**src/rtl/i2c_pkg.sv**
```systemverilog
// i2c_pkg: command codes, FSM encodings and slot constants shared by the I2C byte controller
package i2c_pkg;

    localparam logic [1:0] CMD_START = 2'd0;
    localparam logic [1:0] CMD_WRITE = 2'd1;
    localparam logic [1:0] CMD_READ  = 2'd2;
    localparam logic [1:0] CMD_STOP  = 2'd3;

    localparam logic [3:0] ACK_SLOT = 4'd8;

    typedef enum logic [1:0] {IDLE, START, BIT, STOP} state_t;
    typedef enum logic [1:0] {P0, P1, P2, P3} phase_t;

    function automatic phase_t next_phase(input phase_t p);
        return phase_t'(p + 2'd1);
    endfunction

endpackage

```
**src/rtl/i2c_sync.sv**
```systemverilog
// i2c_sync: multi-flop synchronizer for the SCL/SDA pad levels, resetting to the idle-high bus level
module i2c_sync
    import i2c_pkg::*;
#(
    parameter int STAGES = 2
) (
    input  logic       clk,
    input  logic       rst,
    input  logic [1:0] d_i,
    output logic [1:0] q_o
);

    logic [2*STAGES-1:0] ff_q;

    // Shift both pad levels through STAGES flops
    always_ff @(posedge clk or negedge rst) begin
        if (!rst) ff_q <= '1;
        else      ff_q <= {ff_q[2*STAGES-3:0], d_i};
    end

    assign q_o = ff_q[2*STAGES-1 -: 2];

endmodule

```
**src/rtl/i2c_byte_ctrl.sv**
```systemverilog
// i2c_byte_ctrl: byte-level I2C master sequencer driving open-drain SCL/SDA enables on tick phases
module i2c_byte_ctrl
    import i2c_pkg::*;
#(
    parameter int SYNC_STAGES = 2
) (
    input  logic       clk,
    input  logic       rst,
    input  logic       tick,
    input  logic       cmd_valid,
    output logic       cmd_ready,
    input  logic [1:0] cmd,
    input  logic [7:0] tx_data,
    input  logic       mack,
    output logic [7:0] rx_data,
    output logic       rx_ack,
    output logic       done,
    output logic       arb_lost,
    output logic       busy,
    output logic       scl_oe,
    output logic       sda_oe,
    input  logic       scl_in,
    input  logic       sda_in
);

    state_t     state_q, state_d;
    phase_t     phase_q, phase_d;
    logic [3:0] bit_q, bit_d;
    logic [7:0] shift_q, shift_d;
    logic [7:0] rxsh_q, rxsh_d;
    logic [7:0] rx_data_q, rx_data_d;
    logic       rx_ack_q, rx_ack_d;
    logic       mack_q, mack_d;
    logic       rd_q, rd_d;
    logic       scl_q, scl_d;
    logic       sda_q, sda_d;
    logic       done_q, done_d;
    logic       arb_q, arb_d;
    logic [1:0] line_s;
    logic       scl_s, sda_s;
    logic       ack_slot;

    i2c_sync #(.STAGES(SYNC_STAGES)) u_sync (
        .clk (clk),
        .rst (rst),
        .d_i ({scl_in, sda_in}),
        .q_o (line_s)
    );

    assign scl_s    = line_s[1];
    assign sda_s    = line_s[0];
    assign ack_slot = (bit_q == ACK_SLOT);

    // Next state and line drive; the phase (the step the next tick executes) only advances on tick
    always_comb begin
        state_d   = state_q;
        phase_d   = phase_q;
        bit_d     = bit_q;
        shift_d   = shift_q;
        rxsh_d    = rxsh_q;
        rx_data_d = rx_data_q;
        rx_ack_d  = rx_ack_q;
        mack_d    = mack_q;
        rd_d      = rd_q;
        scl_d     = scl_q;
        sda_d     = sda_q;
        done_d    = 1'b0;
        arb_d     = 1'b0;
        case (state_q)
            IDLE: begin
                if (cmd_valid) begin
                    state_d = (cmd == CMD_START) ? START : (cmd == CMD_STOP) ? STOP : BIT;
                    phase_d = P0;
                    bit_d   = 4'd0;
                    shift_d = tx_data;
                    mack_d  = mack;
                    rd_d    = (cmd == CMD_READ);
                end
            end
            START, STOP: begin
                if (tick) begin
                    scl_d   = (state_q == START) ? (phase_q == P3) : (phase_q == P0);
                    sda_d   = (state_q == START) ? (phase_q == P2 || phase_q == P3) : (phase_q != P3);
                    phase_d = next_phase(phase_q);
                    if (phase_q == P3) begin
                        state_d = IDLE;
                        done_d  = 1'b1;
                    end
                end
            end
            BIT: begin
                if (tick) begin
                    case (phase_q)
                        P0: begin
                            scl_d   = 1'b1;
                            sda_d   = ack_slot ? (rd_q & mack_q) : (~rd_q & ~shift_q[7]);
                            phase_d = P1;
                        end
                        P1: begin
                            scl_d   = 1'b0;
                            phase_d = P2;
                        end
                        P2: begin
                            // A slave stretching SCL keeps us waiting here with SCL released
                            if (scl_s) begin
                                phase_d  = P3;
                                rxsh_d   = (rd_q && !ack_slot) ? {rxsh_q[6:0], sda_s} : rxsh_q;
                                rx_ack_d = (!rd_q && ack_slot) ? sda_s : rx_ack_q;
                                if (!rd_q && !ack_slot && !sda_q && !sda_s) begin
                                    state_d = IDLE;
                                    scl_d   = 1'b0;
                                    sda_d   = 1'b0;
                                    done_d  = 1'b1;
                                    arb_d   = 1'b1;
                                end
                            end
                        end
                        P3: begin
                            scl_d     = 1'b1;
                            phase_d   = P0;
                            shift_d   = {shift_q[6:0], 1'b0};
                            bit_d     = bit_q + 4'd1;
                            rx_data_d = (rd_q && bit_q == 4'd7) ? rxsh_q : rx_data_q;
                            if (ack_slot) begin
                                state_d = IDLE;
                                done_d  = 1'b1;
                            end
                        end
                    endcase
                end
            end
        endcase
    end

    // Registers; reset releases both lines immediately and drops any command in flight
    always_ff @(posedge clk or negedge rst) begin
        if (!rst) begin
            state_q   <= IDLE;
            phase_q   <= P0;
            bit_q     <= 4'd0;
            shift_q   <= 8'h00;
            rxsh_q    <= 8'h00;
            rx_data_q <= 8'h00;
            rx_ack_q  <= 1'b1;
            mack_q    <= 1'b0;
            rd_q      <= 1'b0;
            scl_q     <= 1'b0;
            sda_q     <= 1'b0;
            done_q    <= 1'b0;
            arb_q     <= 1'b0;
        end else begin
            state_q   <= state_d;
            phase_q   <= phase_d;
            bit_q     <= bit_d;
            shift_q   <= shift_d;
            rxsh_q    <= rxsh_d;
            rx_data_q <= rx_data_d;
            rx_ack_q  <= rx_ack_d;
            mack_q    <= mack_d;
            rd_q      <= rd_d;
            scl_q     <= scl_d;
            sda_q     <= sda_d;
            done_q    <= done_d;
            arb_q     <= arb_d;
        end
    end

    assign cmd_ready = (state_q == IDLE);
    assign busy      = (state_q != IDLE);
    assign done      = done_q;
    assign arb_lost  = arb_q;
    assign rx_data   = rx_data_q;
    assign rx_ack    = rx_ack_q;
    assign scl_oe    = scl_q;
    assign sda_oe    = sda_q;

endmodule

```
**config.mk**
```make
export PLATFORM = sky130hd
export DESIGN_NAME = i2c_byte_ctrl
export DESIGN_NICKNAME = d
export VERILOG_FILES = /design/src/rtl/i2c_pkg.sv /design/src/rtl/i2c_sync.sv /design/src/rtl/i2c_byte_ctrl.sv
export SDC_FILE = /design/constraint.sdc
export NUM_CORES = 1
export LEC_CHECK = 0
export BUFFER_PORTS_ARGS = -buffer_cell sky130_fd_sc_hd__buf_2
export CELL_PAD_IN_SITES_DETAIL_PLACEMENT = 0
export CELL_PAD_IN_SITES_GLOBAL_PLACEMENT = 2
export CORE_ASPECT_RATIO = 0.9
export CORE_MARGIN = 3
export CORE_UTILIZATION = 39
export DETAILED_ROUTE_END_ITERATION = 10
export PLACE_DENSITY = 0.89
export SETUP_SLACK_MARGIN = 0.5
export SKIP_CTS_REPAIR_TIMING = 1
export SYNTH_ARGS = -nofsm -noshare
export SYNTH_HDL_FRONTEND = slang
export SYNTH_SLANG_ARGS = --single-unit
```
**constraint.sdc**
```tcl
create_clock -name clk -period 3.9 [get_ports clk]
set_input_delay 0.39 -clock clk [delete_from_list [all_inputs] [get_ports clk]]
set_output_delay 0.39 -clock clk [all_outputs]
set_load 0.05 [all_outputs]
```
==> impl_metrics.tcl <==
set metrics [dict create \
    status "finished clean" \
    syn_nets 207 \
    row_count 24 \
    grt_max_degree 44 \
    syn2layout_area_growth_pct 13.78 \
    grt_first_pass_wirelength_um 6555 \
    async_reset_ff_share_pct 100.0 \
    end_kind "flip-flop" \
    place.gp.congestion 0.7417 \
    dr.pass1.iters 6 \
    cts_buffers 5 \
    hold_path_class "in -> reg" \
    synth-seq-cells 43 \
    num_antenna_cells 0 \
    nets 237 \
    start_util_pct 41.34 \
    drive_above_1_share_pct 35.05 \
    wire_per_inst_um 13.75 \
    syn_area_per_cell_um2 11.26 \
    cts.path.max_buffers 2 \
    min_period_ps 2245 \
    slew-limit-headroom_pct 35.66 \
    grt_use_total_pct 14.16 \
    synth_cells 183 \
    drv_cap 0 \
    synth-edff-count 0 \
    die_x_um 82.62 \
    max_slew.worst_pin.slew_ps 963.1 \
    startpoint_type "flip-flop" \
    coreArea_mm2 0.004985 \
    hold_viol 0 \
    grt_overflow 0 \
    place_ws_ps 1707 \
    setup_violations 0 \
    final_core_util_pct 47.04 \
    cts_tree "done" \
    cts.sinks 43 \
    nFillCells 500 \
    fmax_mhz 445.5 \
    cts_root_buffer "clkbuf_8" \
    layout_setup_ws_ps 1655 \
    period_share_pct 57.56 \
    whs_ps 178.7 \
    ant_nets 0 \
    peakVddDrop_v 0.0003230 \
    crit_required_ps 4080 \
    clock_skew_ps 8.980 \
    ys.warnings.count 0 \
    hpwl_um 2722 \
    post_drt_via_cell_ratio 4.964 \
    rsz0062_at_grt "no" \
    ios 32 \
    synthDistinctLibCells 42 \
    clk-insertion-delay-late_ps 300 \
    final_max_slew_viol_count 0 \
    antenna_found_initial 0 \
    ys.flop_type "dfrtp_1" \
    routed_wl_um 3835 \
    drt_iter0_markers 65 \
    cp_data_arrival_time_ps 2430 \
    path_clk_slew_ps 90 \
    dieHeight_um 74.96 \
    io_buffers 31 \
    placed_cell_area_mm2 0.002251 \
    drcViolationCount 0 \
    syn_area_mm2 0.002061 \
    power_density_mw_per_mm2 663.5 \
    htree_levels 2 \
    grt_pass1_vias 1395 \
    p_leak_nw 1.143 \
    critPathKind "reg -> reg" \
    final_area_mm2 0.002345 \
    worst-path-max-fanout 17 \
    final.setup.tns_ps 0 \
    vias 1385 \
    dieArea_mm2 0.006193 \
    seq_area_frac_synth_pct 52.52 \
]
-- cells in the mapped netlist, types with 2 or more instances --
library cell / n / area, µm²
dfrtp_1: 38 / 950.9
nand2_1: 23 / 86.33
mux2_2: 21 / 236.5
nor2_1: 14 / 52.55
a31oi_1: 8 / 50.05
inv_1: 8 / 30.03
ha_1: 7 / 87.58
o21ai_0: 6 / 30.03
a21oi_1: 5 / 25.02
dfstp_2: 5 / 131.4
nand3_1: 5 / 25.02
mux2i_1: 4 / 40.04
buf_2: 3 / 15.01
nand2b_1: 3 / 18.77
nor2b_1: 3 / 18.77
clkbuf_1: 2 / 7.510
nor3_1: 2 / 10.01
o211ai_1: 2 / 15.01
-- placed cells by master, fill, tap and decap left out, types with 2 or more instances in the layout --
master,instances
buf_2,31
mux2_2,21
dfstp_2,5
nand2_1,23
a31oi_1,8
clkbuf_8,5
mux2i_1,4
o21ai_0,6
nor2b_1,3
nand2b_1,3
inv_1,8
a21oi_1,5
ha_1,7
nor3_1,2
nand3_1,5
dfrtp_1,38
clkinv_4,2
o211ai_1,2
nor2_1,14
-- cells by family (layout without fill, tap and decap cells) --
| group | Yosys count | in the layout | share of synthesized area (%) |
|---|---|---|---|
| AOI/OAI and AO/OA | 31 | 31 | 10.20 |
| xor gates and xnor gates | 1 | 1 | 0.4251 |
| adders and majority gates | 7 | 7 | 4.250 |
| buffers and inverters | 16 | 47 | 3.704 |
| DFF | 43 | 43 | 52.52 |
| muxes | 25 | 25 | 13.42 |
| and+or+nand+nor | 60 | 60 | 15.48 |
-- layout make-up --
type / instances / area (µm²) / area share, %
Clock inverter: 3 / 25.02 / 1.067
Inverter: 8 / 30.03 / 1.281
Clock buffer: 5 / 68.82 / 2.935
Timing Repair Buffer: 31 / 155.1 / 6.617
Sequential cell: 43 / 1082 / 46.16
Tap cell: 65 / 81.33 / 3.469
Multi-Input combinational cell: 124 / 902.1 / 38.47
-- state kept, by name, indices dropped and copies added (netlist names) --
signal       count
rx_ack           1
rx_data          8
state_q          2
rxsh_q           8
u_sync.ff_q      4
done             1
shift_q          8
sda_oe           1
bit_q            4
mack_q           1
scl_oe           1
rd_q             1
arb_lost         1
phase_q          2
-- metrics by stage --
| stage | std cells | power (W) |
|---|---|---|
| 2_1_floorplan | 183 | 0.001159 |
| 3_3_place_gp | 271 | 0.001270 |
| 3_5_place_dp | 271 | 0.001279 |
| 4_1_cts | 279 | 0.001573 |
| 5_1_grt | 279 | 0.001689 |
| 6_report | 279 | 0.001556 |
-- critical path, cell delays in order (launching register included) --
cell and delay [ps]:
dfrtp_1 640, nor2b_1 830, nand4_4 300, mux2_2 350
-- power by group --
group          leakage (nW)  internal [W]  switching (W)
Clock                0.0443      0.000128       0.000163
Sequential            0.544      0.000552       0.000115
Combinational         0.554      0.000230       0.000368
Total                  1.14      0.000909       0.000646
-- metal layers --
metal / up-vias / GRT usage (%) / wire (µm)
met2: 24 / 21.17 / 1700
met1: 657 / 19.82 / 1917
met4: 0 / 5.989 / 54
met5: - / 0 / 0
met3: 5 / 3.230 / 162
li1: 699 / - / -
-- final timing paths --
check,start,endpoint,slack [ps],depth (start not counted)
max in group asynchronous,rst,shift_q[3],3080,1
worst max register to register,state_q[1],rx_data[3],1660,3
min in group asynchronous,rst,scl_oe,210,1
worst min register to register,u_sync.ff_q[1],u_sync.ff_q[3],360,0
worst max-delay path,state_q[1],rx_data[3],1660,3
worst min-delay path,sda_in,u_sync.ff_q[0],180,1
Power figures use the tool's default switching activity.
